### src/rtl/pcie_req_initiator.sv
// pcie_req_initiator
//   Requester side of the pcie_if request/completion protocol. Local read/write
//   commands become MRd/MWr requests on a valid/ready channel. Reads get the
//   lowest free tag; returning completions are matched by tag and delivered as
//   one-cycle responses. A per-tag timer retires reads whose completion never
//   arrives.
//
//   Ports
//     clk, rst_n                   clock, async active-low reset
//     cmd_valid/ready/write/addr/data   local command channel
//     req_valid/ready/type/addr/data/tag  outgoing TLP request channel
//     cpl_valid/status/tag/data    incoming completions (no backpressure)
//     rsp_valid/tag/data/status/timeout  read response pulse
//     err_unexp                    pulse on completion for free/out-of-range tag
//     outstanding                  number of busy tags
//
//   state  | meaning
//   -------+---------------------------------------------------------
//   S_IDLE | no request pending; commands may be accepted
//   S_REQ  | request presented, req_* frozen until req_ready

package pcie_pkg;
   typedef enum logic [1:0] {
      TLP_MRd  = 2'd0,
      TLP_MWr  = 2'd1,
      TLP_CplD = 2'd2,
      TLP_Cpl  = 2'd3
   } tlp_type_e;
endpackage

module pcie_req_initiator
   import pcie_pkg::*;
#(
   parameter int ADDR_W   = 32,
   parameter int DATA_W   = 32,
   parameter int NUM_TAGS = 4,
   parameter int TIMEOUT  = 64
) (
   input  logic                          clk,
   input  logic                          rst_n,
   input  logic                          cmd_valid,
   output logic                          cmd_ready,
   input  logic                          cmd_write,
   input  logic [ADDR_W-1:0]             cmd_addr,
   input  logic [DATA_W-1:0]             cmd_data,
   output logic                          req_valid,
   input  logic                          req_ready,
   output tlp_type_e                     req_type,
   output logic [ADDR_W-1:0]             req_addr,
   output logic [DATA_W-1:0]             req_data,
   output logic [7:0]                    req_tag,
   input  logic                          cpl_valid,
   input  logic [2:0]                    cpl_status,
   input  logic [7:0]                    cpl_tag,
   input  logic [DATA_W-1:0]             cpl_data,
   output logic                          rsp_valid,
   output logic [7:0]                    rsp_tag,
   output logic [DATA_W-1:0]             rsp_data,
   output logic [2:0]                    rsp_status,
   output logic                          rsp_timeout,
   output logic                          err_unexp,
   output logic [$clog2(NUM_TAGS+1)-1:0] outstanding
);

   localparam int CNT_W = $clog2(NUM_TAGS+1);
   localparam int TMR_W = $clog2(TIMEOUT+1);
   localparam logic [TMR_W-1:0] TMR_MAX = TMR_W'(TIMEOUT);

   typedef enum logic {S_IDLE, S_REQ} state_e;

   state_e              state, state_nxt;
   logic [NUM_TAGS-1:0] tag_busy, tag_issued;
   logic [TMR_W-1:0]    tag_timer [NUM_TAGS];

   logic                any_free, accept, handshake;
   logic [7:0]          alloc_tag, to_tag;
   logic                to_hit, cpl_hit;
   logic [NUM_TAGS-1:0] rel_mask, alloc_mask, busy_nxt;
   logic [CNT_W-1:0]    cnt_nxt;

   // ---------------- FSM ----------------
   always_ff @(posedge clk or negedge rst_n) begin
      if (!rst_n) state <= S_IDLE;
      else        state <= state_nxt;
   end

   always_comb begin
      state_nxt = state;
      case (state)
         S_IDLE:  if (accept)    state_nxt = S_REQ;
         S_REQ:   if (req_ready) state_nxt = S_IDLE;
         default: state_nxt = S_IDLE;
      endcase
   end

   // rst_n in the ready term keeps commands blocked while reset is held
   always_comb begin
      req_valid = (state == S_REQ);
      cmd_ready = rst_n && (state == S_IDLE) && (cmd_write || any_free);
   end

   assign accept    = cmd_valid && cmd_ready;
   assign handshake = req_valid && req_ready;

   // ---------------- tag scan ----------------
   // Scanning high-to-low leaves the lowest matching index in alloc_tag/to_tag.
   always_comb begin
      any_free  = 1'b0;
      alloc_tag = '0;
      to_hit    = 1'b0;
      to_tag    = '0;
      cpl_hit   = 1'b0;
      rel_mask  = '0;
      for (int i = NUM_TAGS-1; i >= 0; i--) begin
         if (!tag_busy[i]) begin
            any_free  = 1'b1;
            alloc_tag = 8'(i);
         end
         if (tag_busy[i] && tag_issued[i] && tag_timer[i] == TMR_MAX) begin
            to_hit = 1'b1;
            to_tag = 8'(i);
         end
         if (cpl_valid && tag_busy[i] && cpl_tag == 8'(i)) begin
            cpl_hit     = 1'b1;
            rel_mask[i] = 1'b1;
         end
      end
      // A completion owns the response slot; expired tags stay saturated
      // and are retired on a later cycle.
      if (!cpl_hit && to_hit) begin
         for (int i = 0; i < NUM_TAGS; i++)
            if (to_tag == 8'(i)) rel_mask[i] = 1'b1;
      end
   end

   always_comb begin
      alloc_mask = '0;
      if (accept && !cmd_write) begin
         for (int i = 0; i < NUM_TAGS; i++)
            if (alloc_tag == 8'(i)) alloc_mask[i] = 1'b1;
      end
      busy_nxt = (tag_busy & ~rel_mask) | alloc_mask;
      cnt_nxt  = '0;
      for (int i = 0; i < NUM_TAGS; i++)
         cnt_nxt = cnt_nxt + CNT_W'(busy_nxt[i]);
   end

   // ---------------- tag state and timers ----------------
   always_ff @(posedge clk or negedge rst_n) begin
      if (!rst_n) begin
         tag_busy    <= '0;
         tag_issued  <= '0;
         outstanding <= '0;
         for (int i = 0; i < NUM_TAGS; i++) tag_timer[i] <= '0;
      end else begin
         tag_busy    <= busy_nxt;
         outstanding <= cnt_nxt;
         for (int i = 0; i < NUM_TAGS; i++) begin
            if (rel_mask[i]) begin
               tag_issued[i] <= 1'b0;
               tag_timer[i]  <= '0;
            end else if (handshake && req_type == TLP_MRd && req_tag == 8'(i)) begin
               tag_issued[i] <= 1'b1;
               tag_timer[i]  <= '0;
            end else if (tag_busy[i] && tag_issued[i] && tag_timer[i] != TMR_MAX) begin
               tag_timer[i]  <= tag_timer[i] + TMR_W'(1);
            end
         end
      end
   end

   // ---------------- request register ----------------
   always_ff @(posedge clk or negedge rst_n) begin
      if (!rst_n) begin
         req_type <= TLP_MRd;
         req_addr <= '0;
         req_data <= '0;
         req_tag  <= '0;
      end else if (accept) begin
         req_type <= cmd_write ? TLP_MWr : TLP_MRd;
         req_addr <= cmd_addr;
         req_data <= cmd_write ? cmd_data : '0;
         req_tag  <= cmd_write ? 8'd0 : alloc_tag;
      end
   end

   // ---------------- response / error ----------------
   always_ff @(posedge clk or negedge rst_n) begin
      if (!rst_n) begin
         rsp_valid   <= 1'b0;
         rsp_tag     <= '0;
         rsp_data    <= '0;
         rsp_status  <= '0;
         rsp_timeout <= 1'b0;
         err_unexp   <= 1'b0;
      end else begin
         rsp_valid <= cpl_hit || to_hit;
         err_unexp <= cpl_valid && !cpl_hit;
         if (cpl_hit) begin
            rsp_tag     <= cpl_tag;
            rsp_data    <= cpl_data;
            rsp_status  <= cpl_status;
            rsp_timeout <= 1'b0;
         end else if (to_hit) begin
            rsp_tag     <= to_tag;
            rsp_data    <= '0;
            rsp_status  <= 3'd7;
            rsp_timeout <= 1'b1;
         end
      end
   end

   a_req_stable: assert property (@(posedge clk) disable iff (!rst_n)
      (req_valid && !req_ready) |=> (req_valid && $stable(req_type) &&
         $stable(req_addr) && $stable(req_data) && $stable(req_tag)));

endmodule

### config.mk
export PLATFORM = sky130hd
export DESIGN_NAME = pcie_req_initiator
export DESIGN_NICKNAME = d
export VERILOG_FILES = /design/src/rtl/pcie_req_initiator.sv
export SDC_FILE = /design/constraint.sdc
export NUM_CORES = 1
export LEC_CHECK = 0
export ABC_CLOCK_PERIOD_IN_PS = 9200
export CAP_MARGIN = 20
export CORE_ASPECT_RATIO = 1.25
export CORE_MARGIN = 4
export CORE_UTILIZATION = 50
export CTS_BUF_LIST = sky130_fd_sc_hd__clkbuf_8
export CTS_CLUSTER_DIAMETER = 150
export DETAILED_ROUTE_END_ITERATION = 10
export GPL_TIMING_DRIVEN = 0
export PLACE_DENSITY = 0.88
export SETUP_SLACK_MARGIN = 0.2
export SYNTH_ARGS = -nofsm -noshare
export SYNTH_HDL_FRONTEND = slang
export SYNTH_SLANG_ARGS = --single-unit
### constraint.sdc
create_clock -name clk -period 9.2 [get_ports clk]
set_input_delay 1.84 -clock clk [delete_from_list [all_inputs] [get_ports clk]]
set_output_delay 1.84 -clock clk [all_outputs]
set_load 0.1 [all_outputs]
### Word-level counts from Yosys, hierarchy flattened

Cells that the tools add are included.

* register bits: 160
* input bits: 113

* $add $sub $neg: 7
* eq/ne operators: 20
* muxes and demuxes: 67
* bitwise logic cells: 4
* reduce and logical (&&, ||, !) cells: 50

Operators by type and width (number)
* 32-bit 2-to-1 mux: 3
* 7-bit 2-to-1 mux: 12
* 8-bit 2-to-1 mux: 9
* 8-bit by 2-bit equality test with 1-bit output, second input constant: 8
* 1-bit 2-to-1 mux: 36
* 8-bit by 1-bit equality test with 1-bit output, second input constant: 4
* 1-bit logical AND: 32
* 8-bit logical NOT: 4
* 7-bit by 1-bit adder with 7-bit output, second input constant: 4
* 7-bit equality test, second input constant: 4
* 7-bit inequality test, second input constant: 4
* 3-bit nonzero test: 4
* 2-bit nonzero test: 5
* 4-bit 2-to-1 mux: 2
* 3-bit 2-to-1 mux: 2
* 4-bit AND: 1
* 2-bit 2-to-1 mux: 2
* 4-bit NOT: 1
* 4-bit bitwise OR: 1
* 2-bit by 1-bit adder with 3-bit output: 1
* 3-bit by 1-bit adder with 3-bit output: 1
* 1-bit by 1-bit adder with 2-bit output: 1
* 1-bit logical NOT: 2
* 2-bit logical NOT: 1
* 3 further kinds: 4

### Depth between registers and ports, before layout

Gate-level depths: netlist of the first run.

* depth after elaboration: 15
* gate-level depth with buffers: 11
* mapped depth without buffers: 10

### Worst setup path before layout of the first run

No wires, ideal clock.

* kind: input -> output
* from: input port cmd_write
* to: output port cmd_ready
* arrival: 3.143 ns
* data required time: 7.360 ns
* setup slack: 4.217 ns
* stages: 4
* buffers on the path: 1
* cells stage by stage: clkbuf_1 and4b_1 nand2_1 and3_1

* cells in the longest elaborated chain, start to end: 2

RTL lines
* start, declared: RTL line 43 `input logic cmd_write,`
* 1-bit logical OR: RTL line 99 `cmd_ready = rst_n && (state == S_IDLE) && (cmd_write || any_free);`
* 1-bit logical AND: RTL line 99
* end, declared: RTL line 42 `output logic cmd_ready,`

No other way between the ends.

### Worst setup path in the final report of the first run

* from: input port rst_n
* to: output port cmd_ready

* cells in the longest elaborated chain, start to end: 2

RTL lines
* start, declared: RTL line 40 `input logic rst_n,`
* 1-bit logical AND (2 in series): RTL line 99

No other way between the ends.

==> impl_metrics.py, run 1 <==
metrics = {
    "outcome": {
        "status": "complete, no violations",
    },
    "floorplan": {
        "die-area_sq_um": 15000,
        "die_w_um": 110,
        "pin_count": 238,
        "row_count": 46,
        "coreArea_sq_um": 12800,
        "start_util": 0.513,
        "die_h_um": 136,
    },
    "yosys": {
        "synth-edff-count": 0,
        "ys_warn_count": 0,
        "synth-seq-cells": 153,
        "syn_inst": 584,
        "synth_top_flop_cell": "dfrtp_1",
        "synth.distinct_cells": 54,
        "yosysSeqAreaShare": 0.584,
        "async_flop_share": 1.00,
        "avgSynthCellArea_sq_um": 11.2,
        "netlist_area_sq_um": 6550,
    },
    "routing": {
        "routedWlPerCell_um": 18.7,
        "drt_wl_total_um": 19000,
        "drt_iter0_markers": 250,
        "dr.pass1.iters": 4,
        "vias": 5508,
        "ant_nets": 0,
        "drc": 0,
        "viasPerCell": 5.41,
    },
    "cts": {
        "clkTransAtPathRegs_ns": 0.07,
        "cts_buffers": 17,
        "cts.sinks": 153,
        "cts-htree-levels": 4,
        "cts_tree": "yes",
        "clk_latency_ns": 0.46,
        "cts_hold_buffers": 0,
        "cts_resized": 0,
        "clockBufferDepth": 2,
        "cts_root_buf": "clkbuf_8",
        "cts_setup_buffers": 0,
    },
    "placed_design": {
        "io_buffers": 229,
        "gp_congestion": 0.905,
        "dp.cells": 988,
        "dp.final_hpwl_um": 14400,
    },
    "critical_path": {
        "crit_family": "buffers and inverters",
        "path_max_fanout": 89,
        "cp_slowest_stage_delay_ns": 1.18,
        "crit_buf_inv": 3,
        "slowest_stage": "clkdlybuf4s50_1",
        "cp.arrival_ns": 4.22,
        "criticalPathCategory": "input port to output pin",
        "path_cells": "buf_6 -> buf_16 -> and3_1 -> clkdlybuf4s50_1",
        "required_ns": 7.36,
        "worstSetupStartpointType": "input port",
        "cp-end-kind": "output pin",
    },
    "power_and_ir_drop": {
        "p_clk_frac": 0.165,
        "pwr-share-seq": 0.330,
        "p_int_mw": 1.43,
        "cellLeakagePower_nw": 4.21,
        "swShare": 0.495,
        "p_per_area_nw_per_um2": 299,
        "p_sw_mw": 1.40,
        "power_mw": 2.83,
        "pwr-share-comb": 0.504,
        "ir_drop_v": 0.000295,
    },
    "global_route": {
        "grt_max_degree": 90,
        "grtUsageMet2": 0.480,
        "overflow": 0,
        "antenna_found_initial": 0,
        "grt_pass1_wl_um": 30900,
        "use_met3": 0.0931,
        "grt_usage": 0.261,
        "met1_usage": 0.276,
        "grt_busiest_layer": "met2",
        "first_global_vias": 6062,
    },
    "timing": {
        "hold_viol_final": 0,
        "setup_viol": 0,
        "fin_setup_tns_ns": 0,
        "period_share": 0.658,
        "finClkSkew_ns": 0.0114,
        "fmax_ghz": 0.165,
        "period_needed_ns": 6.06,
        "rsz0062_at_grt": "false",
        "worstMarginPinSlew_ns": 1.07,
        "slew_viol_final": 0,
        "slew_headroom": 0.285,
    },
    "finish": {
        "drive_gt1_frac": 0.119,
        "antennaDiodeCount": 0,
        "layout_common_cells": "clkdlybuf4s50_1 (228), dfrtp_1 (153), nand2_1 (89), nor2_1 (39), o21ai_0 (36)",
        "final_cells": 1019,
        "syn_to_final_growth_pct": 44.4,
        "final_common_cell": "clkdlybuf4s50_1",
        "finish.utilization": 0.741,
        "final_nets": 963,
    },
    "flow_run": {
        "drv_cap": 0,
    },
    "hold_path": {
        "min_path_type": "flop to flop",
    },
}
-- tightest hold or removal path, delay by kind of cell, from the launching register on --
family / cells / cell delay [ns]
flip-flops: 1 / 0.34
AND/OR/NAND/NOR: 1 / 0.05
AO/OA/AOI/OAI: 1 / 0.06
-- final cells by class --
class                   instances  area [sq um]
clock inverters                11          82.6
multi-input cells             381          2450
clock buffers                  20           275
flip-flops and latches        153          3830
inverters                      18          67.6
fillers                       826          3310
plain buffers                  38           226
well taps                     168           210
repair buffers                230          2320
-- power by group through the flow --
stage | Sequential (mW) | Combinational (mW) | Clock, mW
finish | 0.935 | 1.43 | 0.467
global route | 0.954 | 1.50 | 0.502
CTS | 0.934 | 1.43 | 0.476
detailed placement | 0.943 | 1.42 | 0
global placement | 0.934 | 1.40 | 0
floorplan | 1.67 | 0.309 | 0
-- sequential cells by signal (all words and copies together) (netlist names) --
name and flops:
err_unexp 1, req_type 1, tag_issued 4, rsp_status 3, req_tag 2, rsp_data 32, rsp_valid 1, req_data 32
req_valid 1, rsp_tag 8, tag_timer 28, outstanding 3, tag_busy 4, rsp_timeout 1, req_addr 32
-- synthesized netlist by cell type, types with 3 or more instances --
library cell | number | area (sq um)
a22o_1 | 32 | 280
and2_1 | 9 | 56.3
o22a_1 | 3 | 26.3
nor4_1 | 3 | 18.8
buf_4 | 8 | 60.1
clkbuf_1 | 15 | 56.3
ha_1 | 10 | 125
nor2_1 | 39 | 146
buf_6 | 4 | 45.0
nor3_1 | 13 | 65.1
or3_1 | 3 | 18.8
a21o_1 | 3 | 22.5
inv_1 | 17 | 63.8
nand3_1 | 12 | 60.1
dfrtp_1 | 153 | 3830
nand4_1 | 10 | 62.6
a21oi_1 | 13 | 65.1
and3_1 | 3 | 18.8
mux2_2 | 33 | 372
nor2_2 | 7 | 43.8
o22ai_1 | 4 | 25.0
o21ai_0 | 36 | 180
nand2b_1 | 3 | 18.8
nand2_1 | 89 | 334
buf_2 | 10 | 50.1
xnor2_1 | 11 | 96.3
xor2_1 | 8 | 70.1
-- kinds of logic after synthesis --
family	count (synthesis)	synth area share
AOI/OAI and AO/OA	100	0.106
xor gates and xnor gates	19	0.0254
adders and majority gates	11	0.0221
buffers and inverters	56	0.0449
DFF	153	0.584
muxes	35	0.0617
other	1	0.000572
and+or+nand+nor	209	0.155
-- per-stage QoR --
stage          hold slack (ns)  setup WS, ns  area (sq um)
2_1_floorplan            0.477          4.22          6580
3_3_place_gp             0.462         -1.64          9080
3_5_place_dp             0.473          3.09          9110
4_1_cts                  0.488          3.09          9470
5_1_grt                  0.509          2.94          9470
6_report                 0.485          3.14          9470
-- final timing paths --
check / start / to / slack, ns / cells after the start
worst max-delay path: rst_n / cmd_ready / 3.14 / 4
worst min-delay path: req_data[1] / req_data[1] / 0.48 / 2
worst max register to register: tag_busy[0] / outstanding[1] / 6.03 / 10
worst min register to register: req_data[1] / req_data[1] / 0.48 / 2
max in group asynchronous: rst_n / req_data[25] / 6.99 / 2
min in group asynchronous: rst_n / rsp_data[22] / 1.37 / 1
-- metal layers --
layer / share of wire / vias to the layer above
met5: 0 / -
met1: 0.36 / 2737
li1: - / 2501
met2: 0.54 / 229
met3: 0.081 / 41
met4: 0.024 / 0
Power figures use the tool's default switching activity.
==> run 2: changes to the inputs <==
--- a/config.mk
+++ b/config.mk
@@ -5,16 +5,16 @@
 export SDC_FILE = /design/constraint.sdc
 export NUM_CORES = 1
 export LEC_CHECK = 0
-export ABC_CLOCK_PERIOD_IN_PS = 9200
+export ABC_CLOCK_PERIOD_IN_PS = 5530
 export CAP_MARGIN = 20
 export CORE_ASPECT_RATIO = 1.25
 export CORE_MARGIN = 4
-export CORE_UTILIZATION = 50
+export CORE_UTILIZATION = 42
 export CTS_BUF_LIST = sky130_fd_sc_hd__clkbuf_8
 export CTS_CLUSTER_DIAMETER = 150
 export DETAILED_ROUTE_END_ITERATION = 10
 export GPL_TIMING_DRIVEN = 0
-export PLACE_DENSITY = 0.88
+export PLACE_DENSITY = 0.79
 export SETUP_SLACK_MARGIN = 0.2
 export SYNTH_ARGS = -nofsm -noshare
 export SYNTH_HDL_FRONTEND = slang
==> constraint.sdc (replaced) <==
create_clock -name clk -period 5.53 [get_ports clk]
set_input_delay 1.106 -clock clk [delete_from_list [all_inputs] [get_ports clk]]
set_output_delay 1.106 -clock clk [all_outputs]
set_load 0.1 [all_outputs]
==> impl_metrics.py, run 2 (same netlist as run 1, synthesis figures left out) <==
metrics = {
    "finish": {
        "final_common_cell": "clkdlybuf4s50_1",
        "drive_gt1_frac": 0.121,
        "syn_to_final_growth_pct": 45.4,
        "antennaDiodeCount": 0,
        "layout_common_cells": "clkdlybuf4s50_1 (228), dfrtp_1 (153), nand2_1 (89), nor2_1 (39), o21ai_0 (36)",
        "top_regs": "req_addr: 32 flops, req_data: 32 flops, rsp_data: 32 flops",
        "final_nets": 963,
    },
    "cts": {
        "cts_setup_buffers": 0,
        "cts-htree-levels": 4,
        "cts_hold_buffers": 0,
        "cts_tree": "yes",
        "clk_latency_ns": 0.45,
        "clockBufferDepth": 2,
        "cts_root_buf": "clkbuf_8",
        "cts_resized": 0,
        "cts.sinks": 153,
        "cts_buffers": 17,
        "clkTransAtPathRegs_ns": 0.08,
    },
    "timing": {
        "period_share": 0.818,
        "timing.final.ws_setup_ns": 1.01,
        "fin_hold_ws_ns": 0.483,
        "period_needed_ns": 4.52,
        "worstMarginPinSlew_ns": 1.02,
        "hold_viol_final": 0,
        "slew_headroom": 0.317,
        "slew_viol_final": 0,
        "rsz0062_at_grt": "false",
        "finClkSkew_ns": 0.0135,
        "fmax_ghz": 0.221,
        "setup_viol": 0,
    },
    "critical_path": {
        "criticalPathCategory": "input port to output pin",
        "cp-end-kind": "output pin",
        "path_max_fanout": 100,
        "startpoint": "rst_n",
        "cp.arrival_ns": 3.42,
        "required_ns": 4.42,
        "rr_startpoint": "tag_busy[0]",
        "worstSetupStartpointType": "input port",
        "r2r_cells": 10,
    },
    "routing": {
        "vias": 5241,
        "dr.pass1.iters": 4,
        "drt_iter0_markers": 197,
        "ant_nets": 0,
        "routedWlPerCell_um": 16.2,
        "viasPerCell": 4.95,
        "drt_wl_total_um": 17100,
        "drc": 0,
    },
    "power_and_ir_drop": {
        "power_mw": 4.70,
        "p_per_area_nw_per_um2": 493,
        "ir_drop_v": 0.000283,
        "cellLeakagePower_nw": 4.19,
    },
    "floorplan": {
        "start_util": 0.433,
        "die_h_um": 148,
        "coreArea_sq_um": 15100,
        "die-area_sq_um": 17700,
        "row_count": 50,
        "pin_count": 238,
        "die_w_um": 120,
    },
    "hold_path": {
        "min_path_type": "flop to flop",
        "worstHoldStart": "req_data[27]",
        "hold_depth": 2,
    },
    "placed_design": {
        "dp.final_hpwl_um": 12900,
        "io_buffers": 229,
        "gp_congestion": 0.838,
        "dp_slack_ns": 0.945,
    },
    "global_route": {
        "overflow": 0,
        "antenna_found_initial": 0,
        "first_global_vias": 5441,
        "grt_usage": 0.199,
        "grt_max_degree": 101,
        "grt_pass1_wl_um": 27900,
    },
    "flow_run": {
        "drv_cap": 0,
    },
    "outcome": {
        "status": "complete, no violations",
    },
}
## run 2: cell types whose count changed in the layout (fill, tap and decap cells not counted), sizes merged
cell	delta
clkinvlp	+4
clkbuf	-2
bufinv	+1
clkinv	-2
inv	-2
## run 2: final cells by class
cell class,instances,area [sq um]
clock buffer,18,248
timing repair buffer,230,2320
fill,1266,5610
inverter,18,67.6
multi-input combinational,381,2450
buffer,38,226
clock inverter,12,126
sequential,153,3830
tap,208,260
## run 2: power by group
group,switching (mW),total [mW],internal [mW]
clock network,0.412,0.818,0.406
registers,0.165,1.54,1.37
logic,1.72,2.34,0.622
total,2.30,4.70,2.40
## run 2: worst max-delay path: stages
cell	delay (ns)
buf_6	0.40
buf_16	0.43
and3_1	0.24
clkdlybuf4s50_1	1.16
## run 2: final timing paths
path | end | slack (ns)
max in group asynchronous | req_addr[18] | 4.05
setup / recovery | cmd_ready | 1.01
hold / removal | req_data[27] | 0.48
setup reg to reg | outstanding[1] | 2.35
hold reg to reg | req_data[27] | 0.48
min in group asynchronous | rsp_tag[6] | 0.61
## run 2: metrics by stage
stage                     utilization  instance area, sq um  std cells  setup TNS (ns)
after global placement          0.603                  9130       1027         -759.07
final                           0.630                  9530       1058               0
after CTS                       0.630                  9530       1058               0
after global routing            0.630                  9530       1058               0
after detailed placement        0.605                  9160       1028               0
after floorplan                     -                  6580        590               0
## run 2: per-layer routing
layer / track usage / share of wire
met4: 0.0734 / 0.022
met2: 0.343 / 0.51
met1: 0.226 / 0.39
met5: 0 / 0
met3: 0.0739 / 0.078
==> run 3: changes to the inputs <==
--- a/config.mk
+++ b/config.mk
@@ -5,7 +5,7 @@
 export SDC_FILE = /design/constraint.sdc
 export NUM_CORES = 1
 export LEC_CHECK = 0
-export ABC_CLOCK_PERIOD_IN_PS = 5530
+export ABC_CLOCK_PERIOD_IN_PS = 4100
 export CAP_MARGIN = 20
 export CORE_ASPECT_RATIO = 1.25
 export CORE_MARGIN = 4
==> constraint.sdc (replaced) <==
create_clock -name clk -period 4.1 [get_ports clk]
set_input_delay 0.82 -clock clk [delete_from_list [all_inputs] [get_ports clk]]
set_output_delay 0.82 -clock clk [all_outputs]
set_load 0.1 [all_outputs]
==> impl_metrics.py, run 3 (same netlist as run 1, synthesis figures left out) <==
metrics = {
    "critical_path": {
        "cp.arrival_ns": 4.00,
        "path_cells": "clkdlybuf4s50_1 -> mux4_2 -> and3_4 -> buf_8 -> buf_6 -> nor4_2 -> o22ai_1 -> fa_1 -> ha_1 -> ha_1",
        "slowest_stage": "clkdlybuf4s50_1",
        "cp-end-kind": "flop",
        "rr_startpoint": "tag_busy[0]",
        "startpoint": "cpl_tag[0]",
        "required_ns": 4.43,
        "worstSetupStartpointType": "input port",
        "crit_buf_inv": 3,
        "cp_slowest_stage_delay_ns": 0.62,
        "criticalPathCategory": "input port to flop",
        "path_common_cell": "ha_1",
        "crit_family": "adder cells",
        "path_max_fanout": 10,
    },
    "timing": {
        "slew_headroom": 0.318,
        "period_share": 0.895,
        "fmax_ghz": 0.273,
        "setup_viol": 0,
        "worstMarginPinSlew_ns": 1.02,
        "slew_viol_final": 0,
        "fin_hold_ws_ns": 0.335,
        "rsz0062_at_grt": "false",
        "hold_viol_final": 0,
        "fin_setup_tns_ns": 0,
        "timing.final.ws_setup_ns": 0.432,
        "finClkSkew_ns": 0.0132,
        "period_needed_ns": 3.67,
    },
    "global_route": {
        "grt_pass1_wl_um": 27900,
        "antenna_found_initial": 0,
        "grt_max_degree": 101,
        "grt_usage": 0.199,
        "overflow": 0,
        "first_global_vias": 5441,
    },
    "routing": {
        "vias": 5270,
        "viasPerCell": 4.98,
        "drc": 0,
        "drt_wl_total_um": 17300,
        "routedWlPerCell_um": 16.3,
        "dr.pass1.iters": 4,
        "drt_iter0_markers": 183,
        "ant_nets": 0,
    },
    "placed_design": {
        "dp.cells": 1028,
        "dp.final_hpwl_um": 12900,
        "dp_slack_ns": -0.0349,
        "gp_congestion": 0.838,
        "io_buffers": 229,
    },
    "finish": {
        "register_area_sq_um": 3830,
        "finish.utilization": 0.631,
        "top_regs": "req_addr: 32 flops, req_data: 32 flops, rsp_data: 32 flops",
        "nFillCells": 1263,
        "final_cells": 1059,
        "drive_gt1_frac": 0.122,
        "antennaDiodeCount": 0,
        "layout_common_cells": "clkdlybuf4s50_1 (227), dfrtp_1 (153), nand2_1 (89), nor2_1 (39), o21ai_0 (36)",
        "final_common_cell": "clkdlybuf4s50_1",
        "final_nets": 964,
        "multiInputGateArea_sq_um": 2450,
        "syn_to_final_growth_pct": 45.8,
    },
    "power_and_ir_drop": {
        "p_int_mw": 3.24,
        "p_per_area_nw_per_um2": 664,
        "pwr-share-seq": 0.327,
        "ir_drop_v": 0.000382,
        "pwr-share-comb": 0.499,
        "p_sw_mw": 3.11,
        "cellLeakagePower_nw": 4.21,
        "p_clk_frac": 0.174,
        "swShare": 0.490,
    },
    "cts": {
        "cts_root_buf": "clkbuf_8",
        "clkTransAtPathRegs_ns": 0.08,
        "cts_hold_buffers": 0,
        "cts_buffers": 17,
        "clk_latency_ns": 0.45,
        "cts-htree-levels": 4,
        "cts_setup_buffers": 0,
        "cts.sinks": 153,
        "clockBufferDepth": 2,
        "cts_tree": "yes",
    },
    "floorplan": {
        "die_h_um": 148,
        "start_util": 0.433,
        "die-area_sq_um": 17700,
        "die_w_um": 120,
        "pin_count": 238,
        "row_count": 50,
        "coreArea_sq_um": 15100,
    },
    "outcome": {
        "status": "complete, no violations",
    },
    "hold_path": {
        "min_path_type": "input port to async pin",
    },
    "flow_run": {
        "drv_cap": 0,
    },
}
run 3: through the flow:
| step | area (sq um) | total power [mW] |
|---|---|---|
| after floorplan | 6580 | 4.43 |
| after global placement | 9130 | 5.24 |
| after detailed placement | 9160 | 5.28 |
| after CTS | 9530 | 6.40 |
| after global routing | 9560 | 6.64 |
| final | 9560 | 6.34 |
run 3: layer usage:
metal | up-vias | wire, um | track usage
li1 | 2503 | - | -
met1 | 2558 | 6650 | 0.226
met2 | 180 | 8910 | 0.343
met3 | 29 | 1340 | 0.0739
met4 | 0 | 389 | 0.0734
met5 | - | 0 | 0
run 3: repair_timing:
item                                   in CTS  in global routing
cloned                                      0                  1
endpoints found under the hold margin       0                  0
gates resized for setup                     1                  0
setup endpoints to repair                   1                  1
run 3: power groups by stage:
stage	combinational, mW	sequential, mW	clock [mW]
4_1_cts	3.19	2.07	1.14
5_1_grt	3.32	2.12	1.20
6_report	3.16	2.07	1.11
3_5_place_dp	3.18	2.10	0
2_1_floorplan	0.693	3.74	0
3_3_place_gp	3.15	2.09	0
run 3: layout make-up:
type,count,area share
multi-input combinational,381,0.257
buffer,38,0.0237
timing repair buffer,231,0.245
inverter,18,0.00707
sequential,153,0.401
tap,208,0.0272
clock inverter,12,0.0132
clock buffer,18,0.0259
run 3: worst paths after layout:
check,endpoint,slack (ns),cells past startpoint
max,outstanding[1],0.43,10
min,rsp_data[28],0.34,1
max reg2reg,outstanding[1],0.92,10
min reg2reg,req_data[27],0.48,2
max in group asynchronous,req_tag[1],3.04,2
min in group clk,req_data[27],0.48,2
